$ cat config.mk
export PLATFORM = sky130hd
export DESIGN_NAME = cordic_controller
export DESIGN_NICKNAME = d
export VERILOG_FILES = /design/src/rtl/cordic_pkg.sv /design/src/rtl/cordic_shift_gen.sv /design/src/rtl/cordic_controller.sv
export SDC_FILE = /design/constraint.sdc
export NUM_CORES = 1
export LEC_CHECK = 0
export ABC_AREA = 1
export BUFFER_PORTS_ARGS = -buffer_cell sky130_fd_sc_hd__clkbuf_2
export CAP_MARGIN = 40
export CORE_ASPECT_RATIO = 1.25
export CORE_MARGIN = 8
export CORE_UTILIZATION = 35
export DETAILED_ROUTE_END_ITERATION = 12
export PLACE_DENSITY = 0.7
export SYNTH_ARGS = -nofsm -noshare
export SYNTH_HDL_FRONTEND = slang
export SYNTH_SLANG_ARGS = --single-unit
$ cat constraint.sdc
create_clock -name clk -period 1.6 [get_ports clk]
set_clock_uncertainty 0.1 [all_clocks]
set_input_delay 0.4 -clock clk [delete_from_list [all_inputs] [get_ports clk]]
set_output_delay 0.4 -clock clk [all_outputs]
set_load 0.02 [all_outputs]
$ cat src/rtl/cordic_pkg.sv
// Shared types and constants for the CORDIC sequencer and its shift generator.
package cordic_pkg;

  localparam int SHIFT_W = 5;

  typedef enum logic [2:0] {
    ST_IDLE  = 3'd0,
    ST_LOAD  = 3'd1,
    ST_ITER  = 3'd2,
    ST_FLUSH = 3'd3,
    ST_DONE  = 3'd4
  } state_e;

  // Hyperbolic micro-rotations at these indices are issued twice for convergence.
  localparam int HYP_REPEAT_0 = 4;
  localparam int HYP_REPEAT_1 = 13;
  localparam int HYP_REPEAT_2 = 40;

  localparam logic SYS_CIRC = 1'b1;
  localparam logic SYS_HYP  = 1'b0;
  localparam logic MODE_ROT = 1'b1;
  localparam logic MODE_VEC = 1'b0;

  function automatic logic is_hyp_repeat(input logic [SHIFT_W-1:0] s);
    int si;
    si = int'(s);
    return (si == HYP_REPEAT_0) || (si == HYP_REPEAT_1) || (si == HYP_REPEAT_2);
  endfunction

endpackage

$ cat src/rtl/cordic_shift_gen.sv
// Registered shift-index generator: circular counts 0,1,2,..; hyperbolic starts
// at 1 and repeats the convergence indices once. Saturates at the maximum index.
module cordic_shift_gen
  import cordic_pkg::*;
(
  input  logic               clk,
  input  logic               rst,
  input  logic               start,
  input  logic               advance,
  input  logic               system,
  output logic [SHIFT_W-1:0] shift
);

  logic [SHIFT_W-1:0] shift_q, shift_d;
  logic               rep_q, rep_d;

  always_comb begin
    shift_d = shift_q;
    rep_d   = rep_q;
    if (start) begin
      shift_d = (system == SYS_CIRC) ? '0 : SHIFT_W'(1);
      rep_d   = 1'b0;
    end else if (advance) begin
      // rep_q marks that the current index has already been issued once
      if ((system == SYS_HYP) && is_hyp_repeat(shift_q) && !rep_q) begin
        rep_d = 1'b1;
      end else begin
        rep_d = 1'b0;
        if (shift_q != '1) shift_d = shift_q + SHIFT_W'(1);
      end
    end
  end

  always_ff @(posedge clk) begin
    if (rst) begin
      shift_q <= '0;
      rep_q   <= 1'b0;
    end else begin
      shift_q <= shift_d;
      rep_q   <= rep_d;
    end
  end

  assign shift = shift_q;

endmodule

$ cat src/rtl/cordic_controller.sv
// Sequencer for the iterative CORDIC core: accepts one operation, loads the core,
// issues the micro-rotation enables, and returns the captured result.
module cordic_controller
  import cordic_pkg::*;
#(
  parameter int p_WIDTH      = 32,
  parameter int p_ITERATIONS = 15
) (
  input  logic               clk,
  input  logic               rst,
  input  logic               in_valid,
  output logic               in_ready,
  input  logic [p_WIDTH-1:0] in_x,
  input  logic [p_WIDTH-1:0] in_y,
  input  logic [p_WIDTH-1:0] in_z,
  input  logic               in_system,
  input  logic               in_mode,
  output logic               out_valid,
  input  logic               out_ready,
  output logic [p_WIDTH-1:0] out_x,
  output logic [p_WIDTH-1:0] out_y,
  output logic [p_WIDTH-1:0] out_z,
  output logic               out_overflow,
  output logic [4:0]         out_iters,
  output logic               core_load,
  output logic [p_WIDTH-1:0] core_x_in,
  output logic [p_WIDTH-1:0] core_y_in,
  output logic [p_WIDTH-1:0] core_z_in,
  output logic               core_system,
  output logic               core_mode,
  output logic               core_en,
  output logic [4:0]         core_shift,
  input  logic [p_WIDTH-1:0] core_x_out,
  input  logic [p_WIDTH-1:0] core_y_out,
  input  logic [p_WIDTH-1:0] core_z_out,
  input  logic               core_overflow,
  output logic [2:0]         dbg_state_o
);

  localparam logic [SHIFT_W-1:0] ITER_LAST = SHIFT_W'(p_ITERATIONS - 1);
  localparam logic [SHIFT_W-1:0] ITER_FULL = SHIFT_W'(p_ITERATIONS);

  state_e             state_q, state_d;
  logic [SHIFT_W-1:0] count_q, count_d;
  logic [p_WIDTH-1:0] x_q, y_q, z_q;
  logic               sys_q, mode_q;
  logic [p_WIDTH-1:0] res_x_q, res_y_q, res_z_q;
  logic               res_ovf_q;
  logic [SHIFT_W-1:0] res_iters_q;
  logic               accept, cap, cap_ovf;
  logic [SHIFT_W-1:0] cap_iters;

  assign accept = (state_q == ST_IDLE) && in_valid;

  always_comb begin
    state_d   = state_q;
    count_d   = count_q;
    cap       = 1'b0;
    cap_ovf   = 1'b0;
    cap_iters = '0;
    case (state_q)
      ST_IDLE:  if (in_valid) state_d = ST_LOAD;
      ST_LOAD: begin
        count_d = '0;
        state_d = ST_ITER;
      end
      ST_ITER: begin
        // Overflow reports the previous update, so abort before issuing another enable.
        if (core_overflow) begin
          cap       = 1'b1;
          cap_ovf   = 1'b1;
          cap_iters = count_q;
          state_d   = ST_DONE;
        end else begin
          if (count_q != '1) count_d = count_q + SHIFT_W'(1);
          if (count_q == ITER_LAST) state_d = ST_FLUSH;
        end
      end
      ST_FLUSH: begin
        cap       = 1'b1;
        cap_ovf   = core_overflow;
        cap_iters = core_overflow ? ITER_LAST : ITER_FULL;
        state_d   = ST_DONE;
      end
      ST_DONE:  if (out_ready) state_d = ST_IDLE;
      default:  state_d = ST_IDLE;
    endcase
  end

  always_ff @(posedge clk) begin
    if (rst) begin
      state_q     <= ST_IDLE;
      count_q     <= '0;
      x_q         <= '0;
      y_q         <= '0;
      z_q         <= '0;
      sys_q       <= 1'b0;
      mode_q      <= 1'b0;
      res_x_q     <= '0;
      res_y_q     <= '0;
      res_z_q     <= '0;
      res_ovf_q   <= 1'b0;
      res_iters_q <= '0;
    end else begin
      state_q <= state_d;
      count_q <= count_d;
      if (accept) begin
        x_q    <= in_x;
        y_q    <= in_y;
        z_q    <= in_z;
        sys_q  <= in_system;
        mode_q <= in_mode;
      end
      if (cap) begin
        res_x_q     <= core_x_out;
        res_y_q     <= core_y_out;
        res_z_q     <= core_z_out;
        res_ovf_q   <= cap_ovf;
        res_iters_q <= cap_iters;
      end
    end
  end

  cordic_shift_gen u_shift_gen (
    .clk     (clk),
    .rst     (rst),
    .start   (state_q == ST_LOAD),
    .advance (core_en),
    .system  (sys_q),
    .shift   (core_shift)
  );

  assign in_ready     = (state_q == ST_IDLE) && !rst;
  assign out_valid    = (state_q == ST_DONE);
  assign out_x        = res_x_q;
  assign out_y        = res_y_q;
  assign out_z        = res_z_q;
  assign out_overflow = res_ovf_q;
  assign out_iters    = res_iters_q;
  assign core_load    = (state_q == ST_LOAD);
  assign core_x_in    = x_q;
  assign core_y_in    = y_q;
  assign core_z_in    = z_q;
  assign core_system  = sys_q;
  assign core_mode    = mode_q;
  assign core_en      = (state_q == ST_ITER) && !core_overflow;
  assign dbg_state_o  = state_q;

endmodule

==> results of run 1 <==
## placed cells by master, fill, tap and decap left out, types with 6 or more instances in the layout
cell,instances
buf_6,33
clkbuf_16,47
o21ai_1,35
buf_4,39
buf_12,26
dfxtp_2,19
buf_8,12
a21oi_2,26
clkbuf_8,6
nor2_1,128
nor2_2,22
nand3_1,6
buf_16,9
nand2_1,25
a21oi_1,85
inv_1,112
nor2_4,67
o21ai_4,18
o21ai_2,137
o21ai_0,15
dlygate4sd3_1,10
clkbuf_4,10
clkbuf_2,377
dfxtp_1,191
## synthesized netlist by cell type, drive strengths merged
cell type	number
nor2	218
dfxtp	214
o21ai	205
inv	122
a21oi	111
buf	34
clkbuf	31
nand2	31
nand3	10
ha	7
nand4	5
nor3	3
xor2	2
and3	1
clkinv	1
o211ai	1
## logic make-up after synthesis
logic type,count (synthesis),share of synthesized area
compound gates,317,0.202
buf+inv,188,0.0998
flops,214,0.545
simple gates,268,0.139
xor+xnor,2,0.00223
fa+ha+maj,7,0.0111
## area by class of cell
type	count	area, µm²
Clock buffer	26	617
Sequential cell	214	4320
Clock inverter	13	156
Timing Repair Buffer	548	4340
Inverter	123	487
Fill cell	1609	7620
Tap cell	283	354
Multi-Input combinational cell	594	4230
## routing by layer
metal | vias to the layer above | part of all wire | track usage
li1 | 4230 | - | -
met1 | 4198 | 0.35 | 0.214
met2 | 474 | 0.51 | 0.353
met3 | 94 | 0.11 | 0.0786
met4 | 2 | 0.036 | 0.0573
met5 | - | 0.00037 | 0
## power by group
group | internal (µW) | switching, µW
sequential | 6370 | 749
combinational | 4040 | 4910
clock | 3260 | 2250
total | 13700 | 7920
## worst reg2reg max path, stage by stage, from the launching register on
cell and delay (ps):
dfxtp_4 360, inv_6 90, nand3_4 80, buf_6 130
nor2_4 150, nor2_8 70, buf_6 120, clkbuf_16 160
clkbuf_16 170, o21ai_4 150, nor2_1 80
## final timing paths
path	from	endpoint	slack, ps	cells past startpoint
worst min-delay path	core_x_out[16]	out_x[16]$_SDFFE_PP0P_	20	3
worst max register to register	dbg_state_o[2]$_SDFFE_PP0P_	out_y[8]$_SDFFE_PP0P_	-190	10
worst min register to register	core_x_in[20]$_SDFFE_PP0P_	core_x_in[20]$_SDFFE_PP0P_	340	2
worst max-delay path	dbg_state_o[1]$_SDFFE_PP0P_	out_valid	-350	3
## state kept, by name (all words and copies together) (netlist names), 3 cells and up
register,flops
u_shift_gen.shift,5
out_iters,5
out_x,32
core_x_in,32
count_q,5
core_z_in,32
core_y_in,32
out_y,32
out_z,32
dbg_state_o,3
## metrics by stage
| stage | util | hold WS, ps |
|---|---|---|
| global placement | 0.477 | 329 |
| finish | 0.656 | 24.0 |
| floorplan | - | 374 |
| CTS | 0.560 | 1.24 |
| detailed placement | 0.477 | 333 |
| global route | 0.656 | 15.2 |
## repair_timing
action,CTS,global route
gates resized for setup,213,497
hold buffers,10,0
gates cloned,10,29
endpoints found under the hold margin,10,0
pin swaps,28,28
setup buffers,29,15
setup endpoints to repair,42,217
==> summary.txt, run 1 <==
Ys Warns: 0
HP Class: primary input to register
Post-Route WL: 35.2 mm
Post-placement cell count: 1,677
Final Max Tran Viols: 0
Status: complete, but fails checks
Clk root buf: clkbuf_16
Reg clk slew, reported paths: 60 ps
Post-route setup slack: -346 ps
Num Clock Sinks: 214
Initial antenna violation count: 1
Post-DRT Antenna Nets: 0
Crit Path Class: register to output pin
DR WL/cell: 19.6 µm
DP Worst Slack: -33.6 ps
Total gr overflow: 0
Pwr Density: 1490 nW/µm²
WP buf/inv: 2
Design area: 14,500 µm²
Least-Margin Pin Slew: 322 ps
Via count of the first global-routing pass: 8,376
Largest cells by area after synthesis: dfxtp_1, o21ai_0, nor2_1, a21oi_1, inv_1
Crit-path leading delay family: flip-flops
Layout Cells excl Fill: 1,801
Period utilization: 1.22
Netlist cell types: 28
Leakage: 0.00661 µW
Synth Cell Area: 7860 µm²
Starting Density: 0.355
Cells along the critical path: buf_6 > nor3_4 > clkbuf_8
CTS Buf Count: 23
Syn avg cell area: 7.89 µm²
Largest net degree at the start of global routing: 38
Drt pass-1 iters: 5
FMAX: 514 MHz
Synth-to-Final Area Change: 84.6%
Synthesized instance count: 996
Yosys reg bits: 214
CORE AREA: 22,100 µm²
Fin crit period: 1950 ps
Die W: 150 µm
Slowest cell on the critical path: dfxtp_4
Vias/cell: 5.00
DPL Wire Length: 20.7 mm
Placed Area: 10,600 µm²
Crit-path max FO: 4
CP Capture Type: output pin
Setup-failing EPs final: 198
Fin. Hold Viols: 0
Max-slew headroom at the worst pin: 0.785
Required @ worst endpoint: 1100 ps
Slowest Stage Delay on Critical Path: 370 ps
Fraction of layout cells with a size suffix above 1: 0.592
Ant diodes: 0
Gpl congestion: 0.787
Crit path DAT: 1450 ps
RSZ-0062 raised after global routing: yes
Clock Path Buffers: 3
First-pass GRT wire length: 44.5 mm
Area leader, netlist: dfxtp_1
Rows: 61
Via count: 8,998
Failing checks: setup timing
Synth top area share: 0.545
Vert. Die Dim: 184 µm
Seq/Total Area, Yosys: 0.545
Max Cap Viol: 0
Number of remaining DRC errors: 0
Initial DRC Count: 317
Full die area: 27,500 µm²
PortBufs: 410
CTS tree: done
Critical Path Start Type: register
Overall Power: 21,600 µW
Post-Route Setup TNS: -12,930 ps
Clk Latency, worst-skew pair: 510 ps
Gr usage total: 0.199
I/O pins: 411
Worst VDD drop: 1020 µV
Total Nets Final: 1,710
Max H-tree Level: 1
Syn nets: 1,202
Power figures use the tool's default switching activity.
==> inputs of run 2 (changes only) <==
--- a/config.mk
+++ b/config.mk
@@ -8,11 +8,11 @@
 export ABC_AREA = 1
 export BUFFER_PORTS_ARGS = -buffer_cell sky130_fd_sc_hd__clkbuf_2
 export CAP_MARGIN = 40
-export CORE_ASPECT_RATIO = 1.25
-export CORE_MARGIN = 8
-export CORE_UTILIZATION = 35
+export CORE_AREA = 8 8 152 154
 export DETAILED_ROUTE_END_ITERATION = 12
-export PLACE_DENSITY = 0.7
+export DIE_AREA = 0 0 160 162
+export PLACE_DENSITY = 0.75
+export RECOVER_POWER = 100
 export SYNTH_ARGS = -nofsm -noshare
 export SYNTH_HDL_FRONTEND = slang
 export SYNTH_SLANG_ARGS = --single-unit
==> summary.txt, run 2 (synthesized netlist as in run 1, its figures left out) <==
Status: complete, but fails checks
Failing checks: setup timing
Most frequent cells in the layout: clkbuf_2, dfxtp_1, nor2_1
Largest net degree at the start of global routing: 61 (+61%)
Hold Path Stages: 3 (unchanged)
Rows: 53 (-13%)
DPL Wire Length: 19.9 mm (-3.9%)
Die W: 160 µm (+6.6%)
First-pass GRT wire length: 43.1 mm (-3.1%)
Clk root buf: clkbuf_16
Commonest non-fill, non-tap cell in the layout: clkbuf_2
Overall Power: 19,100 µW (-11%)
DR WL/cell: 17.1 µm (-13%)
CORE AREA: 20,700 µm² (-6.5%)
Required @ worst endpoint: 1100 ps (about the same)
Clock Path Buffers: 3 (unchanged)
R2R depth: 12 (+2)
Crit Path Class: register to output pin
Post-Route WL: 29.9 mm (-15%)
Pint: 12,400 µW (-9.1%)
Gpl congestion: 0.815 (+3.5%)
Gr usage total: 0.201 (+0.00232)
Full die area: 25,900 µm² (-5.9%)
Num Clock Sinks: 214 (unchanged)
Synth-to-Final Area Change: 57.1%
FMAX: 503 MHz (-2.1%)
Reg clk slew, reported paths: 60 ps (about the same)
Slowest cell on the critical path: dfxtp_2
Clk Latency, worst-skew pair: 500 ps (about the same)
Cells along the critical path: buf_6 > buf_6 > nor3_4 > clkbuf_8
HP Class: primary input to register
Least-Margin Pin Slew: 274 ps (-47.7 ps)
Number of remaining DRC errors: 0 (unchanged)
Post-DRT Antenna Nets: 0 (unchanged)
Max-slew headroom at the worst pin: 0.816 (+0.0319)
P_sw: 6700 µW (-15%)
Crit path from: dbg_state_o[1]$_SDFFE_PP0P_
DP Worst Slack: -39.0 ps (-5.45 ps)
WP buf/inv: 3 (+1)
Slowest Stage Delay on Critical Path: 340 ps (-30 ps)
Initial DRC Count: 660 (+110%)
Critical Path Start Type: register
Max Cap Viol: 0 (unchanged)
Starting Density: 0.380 (+0.0248)
Vias/cell: 4.85 (-2.9%)
Via count of the first global-routing pass: 8,193 (-2.2%)
Clock group share of total power: 0.291 (+0.036)
Pwr Density: 1550 nW/µm² (+4.1%)
Levels on crit path: 4 (+1)
Vert. Die Dim: 162 µm (-12%)
Worst VDD drop: 1070 µV (+4.7%)
Crit path DAT: 1490 ps (+40 ps)
Total gr overflow: 0 (unchanged)
Total Nets Final: 1,659 (-3.0%)
Startpoint of the worst register-to-register path: dbg_state_o[1]$_SDFFE_PP0P_
Leakage: 0.00581 µW (-12%)
Post-route setup slack: -388 ps (-42.2 ps)
Fin. Hold Viols: 0 (unchanged)
CP Capture Type: output pin
PortBufs: 410 (unchanged)
CTS Buf Count: 24 (+4.3%)
Fraction of layout cells with a size suffix above 1: 0.440 (-0.152)
RSZ-0062 raised after global routing: yes
Switching share of power: 0.350 (-0.0164)
Post-Route Setup TNS: -25,260 ps (-12,340 ps)
Ant diodes: 0 (unchanged)
Initial antenna violation count: 0 (-1)
CTS tree: done
Crit-path max FO: 3 (-1)
Via count: 8,471 (-5.9%)
Cell mode on critical path: buf_6
# hold bufs at CTS: 0 (-10)
Crit-path leading delay family: buffers and inverters
Fin crit period: 1990 ps (+42.2 ps)
Logic pwr share: 0.345 (-0.070)
Period utilization: 1.24 (+0.0264)
Final Max Tran Viols: 0 (unchanged)
Drt pass-1 iters: 5 (unchanged)
I/O pins: 411 (unchanged)
Flop pwr share: 0.364 (+0.034)
Max H-tree Level: 1 (unchanged)
Worst hold start: core_x_out[22]
Setup-failing EPs final: 111 (-44%)
[run 2: what timing repair did]
item,CTS,global route
gates resized for setup,112,114
endpoints found under the setup margin,63,136
pin swaps,7,16
buffers inserted,30,9
cloned,4,8
[run 2: cell type report]
cell class	instances	area (µm²)
tap	275	344
inverter	123	499
clock buffer	34	709
multi-input combinational	594	3110
timing repair buffer	496	3280
sequential	214	4300
fill	1785	8350
clock inverter	10	104
[run 2: per-stage QoR]
step / hold slack, ps / cells / cell area (µm²) / utilization
floorplan: 374 / 996 / 7880 / -
global placement: 329 / 1655 / 10400 / 0.502
detailed placement: 334 / 1655 / 10400 / 0.502
CTS: 6.65 / 1732 / 11800 / 0.572
global route: 21.2 / 1746 / 12300 / 0.597
finish: 32.1 / 1746 / 12300 / 0.597
[run 2: path summary, 6_finish.rpt]
path,to,slack (ps)
setup reg to reg,out_y[24]$_SDFFE_PP0P_,-270
setup / recovery,out_valid,-390
hold / removal,out_x[22]$_SDFFE_PP0P_,30
hold reg to reg,core_z_in[30]$_SDFFE_PP0P_,340
[run 2: tightest hold or removal path: stages]
cell,delay [ps]
clkbuf_2,70
o21ai_1,50
nor2_1,70
[run 2: layer usage]
metal | track usage | part of all wire | up-vias
li1 | - | - | 4109
met1 | 0.215 | 0.37 | 3873
met2 | 0.355 | 0.50 | 410
met3 | 0.0762 | 0.094 | 79
met4 | 0.0786 | 0.037 | 0
met5 | 0 | 0 | -
[run 2: power groups by stage]
stage	Clock (µW)	Sequential (µW)	Combinational, µW
floorplan	0	8150	2070
global placement	0	6910	5290
detailed placement	0	6950	5360
CTS	5690	6890	6020
global route	5910	7070	7120
finish	5570	6950	6590
==> inputs of run 3 (changes only) <==
--- a/config.mk
+++ b/config.mk
@@ -16,3 +16,4 @@
 export SYNTH_ARGS = -nofsm -noshare
 export SYNTH_HDL_FRONTEND = slang
 export SYNTH_SLANG_ARGS = --single-unit
+export TNS_END_PERCENT = 10
==> summary.txt, run 3 (synthesized netlist as in run 1, its figures left out) <==
HP Class: primary input to register
Status: complete, but fails checks
First-pass GRT wire length: 40.3 mm (-6.7%)
Reg clk slew, reported paths: 60 ps (about the same)
Ant diodes: 0 (unchanged)
Setup-failing EPs final: 111 (unchanged)
Slowest Stage Delay on Critical Path: 350 ps (about the same)
Largest net degree at the start of global routing: 74 (+21%)
Post-DRT Antenna Nets: 0 (unchanged)
WHS: 39.8 ps (+7.76 ps)
CP Capture Type: output pin
PortBufs: 410 (unchanged)
Final Max Tran Viols: 0 (unchanged)
Post-route setup slack: -256 ps (+132 ps)
Post-placement cell count: 1,653 (-0.12%)
Max H-tree Level: 1 (unchanged)
Vert. Die Dim: 162 µm (unchanged)
FMAX: 539 MHz (+7.1%)
Pwr Density: 1540 nW/µm² (-0.29%)
Clk Latency, worst-skew pair: 500 ps (about the same)
CTS Buf Count: 23 (-4.2%)
Period utilization: 1.16 (-0.0827)
I/O pins: 411 (unchanged)
Max Cap Viol: 0 (unchanged)
Worst VDD drop: 836 µV (-22%)
Gr usage total: 0.187 (-0.0141)
DR WL/cell: 16.0 µm (-6.3%)
Vias/cell: 4.71 (-2.9%)
Fin util: 0.559 (-0.0373)
Slowest cell on the critical path: dfxtp_4
Placed Area: 10,400 µm² (-0.13%)
Total gr overflow: 0 (unchanged)
Required @ worst endpoint: 1100 ps (about the same)
Max-slew headroom at the worst pin: 0.751 (-0.0659)
Initial antenna violation count: 0 (unchanged)
Crit-path leading delay family: flip-flops
Critical Path Start Type: register
CTS tree: done
CORE AREA: 20,700 µm² (unchanged)
Initial DRC Count: 555 (-16%)
RSZ-0062 raised after global routing: yes
Clock group share of total power: 0.282 (-0.009)
WP buf/inv: 2 (-1)
Logic pwr share: 0.333 (-0.012)
DPL Wire Length: 19.5 mm (-2.0%)
Design area: 11,600 µm² (-6.3%)
Flop pwr share: 0.385 (+0.021)
Switching share of power: 0.353 (+0.00294)
Num Clock Sinks: 214 (unchanged)
P_sw: 6310 µW (-5.7%)
Via count: 8,036 (-5.1%)
Pint: 11,600 µW (-6.9%)
Via count of the first global-routing pass: 7,825 (-4.5%)
Filler cells: 1,877 (+5.2%)
Fin. Hold Viols: 0 (unchanged)
Crit Path Class: register to output pin
Cells along the critical path: buf_4 > nor3_2 > buf_4
Post-Route Setup TNS: -12,160 ps (+13,110 ps)
Crit-path max FO: 4 (+1)
Clk root buf: clkbuf_16
Cell mode on critical path: buf_4
Clock Path Buffers: 3 (unchanged)
Starting Density: 0.380 (unchanged)
Crit path DAT: 1360 ps (-130 ps)
Gpl congestion: 0.880 (+7.9%)
Full die area: 25,900 µm² (unchanged)
Least-Margin Pin Slew: 374 ps (+99.9 ps)
Number of remaining DRC errors: 0 (unchanged)
Leakage: 0.00546 µW (-5.9%)
Post-Route WL: 27.3 mm (-8.5%)
Synth-to-Final Area Change: 47.3%
Die W: 160 µm (unchanged)
# hold bufs at CTS: 0 (unchanged)
Commonest non-fill, non-tap cell in the layout: clkbuf_2
Fin crit period: 1860 ps (-132 ps)
Drt pass-1 iters: 4 (-1)
Rows: 53 (unchanged)
Most frequent cells in the layout: clkbuf_2, nor2_1, dfxtp_1
Fraction of layout cells with a size suffix above 1: 0.393 (-0.0468)
Total Nets Final: 1,625 (-2.0%)
Failing checks: setup timing
Layout Cells excl Fill: 1,705 (-2.3%)
## run 3: cell type report
type                    instances  area [µm²]  area share
clock buffers                  31         616      0.0532
clock inverters                 5        75.1     0.00649
inverters                     123         479      0.0414
multi-input cells             595        2990       0.259
flip-flops and latches        214        4300       0.371
well taps                     275         344      0.0297
repair buffers                462        2770       0.239
## run 3: power by group through the flow
stage	registers (µW)	clock network, µW	logic (µW)
2_1_floorplan	8140	0	2070
3_5_place_dp	6970	0	5370
6_report	6880	5030	5950
4_1_cts	6870	5150	5650
5_1_grt	7000	5340	6520
3_3_place_gp	6920	0	5300
## run 3: path summary, 6_finish.rpt
kind	slack (ps)	from	depth (start not counted)	to
hold / removal	40	core_x_out[21]	3	out_x[21]$_SDFFE_PP0P_
setup reg to reg	-160	dbg_state_o[1]$_SDFFE_PP0P_	9	out_x[18]$_SDFFE_PP0P_
setup / recovery	-260	dbg_state_o[0]$_SDFFE_PP0P_	3	out_valid
hold reg to reg	340	core_z_in[22]$_SDFFE_PP0P_	2	core_z_in[22]$_SDFFE_PP0P_
## run 3: metrics by stage
| step | power [µW] | setup WS (ps) |
|---|---|---|
| 3_5_place_dp | 12300 | -37.1 |
| 2_1_floorplan | 10200 | -33.9 |
| 5_1_grt | 18900 | -303 |
| 3_3_place_gp | 12200 | 13.0 |
| 4_1_cts | 17700 | -330 |
| 6_report | 17900 | -256 |
## run 3: per-layer routing
metal	global-route usage	routed length (µm)	vias up
met1	0.210	10700	3616
met2	0.322	13300	335
met5	0	0	-
met4	0.0569	762	0
li1	-	-	4037
met3	0.0747	2640	48
## run 3: timing repair
action,CTS,global route
gates resized for setup,94,78
cloned,0,8
pin swaps,4,10
endpoints found under the setup margin,19,178
buffers inserted,4,4
## run 3: tightest hold or removal path: cells and delay by family
kind	cells	cell delay (ps)
buffers and inverters	1	70
AND/OR/NAND/NOR	1	70
AO/OA/AOI/OAI	1	50
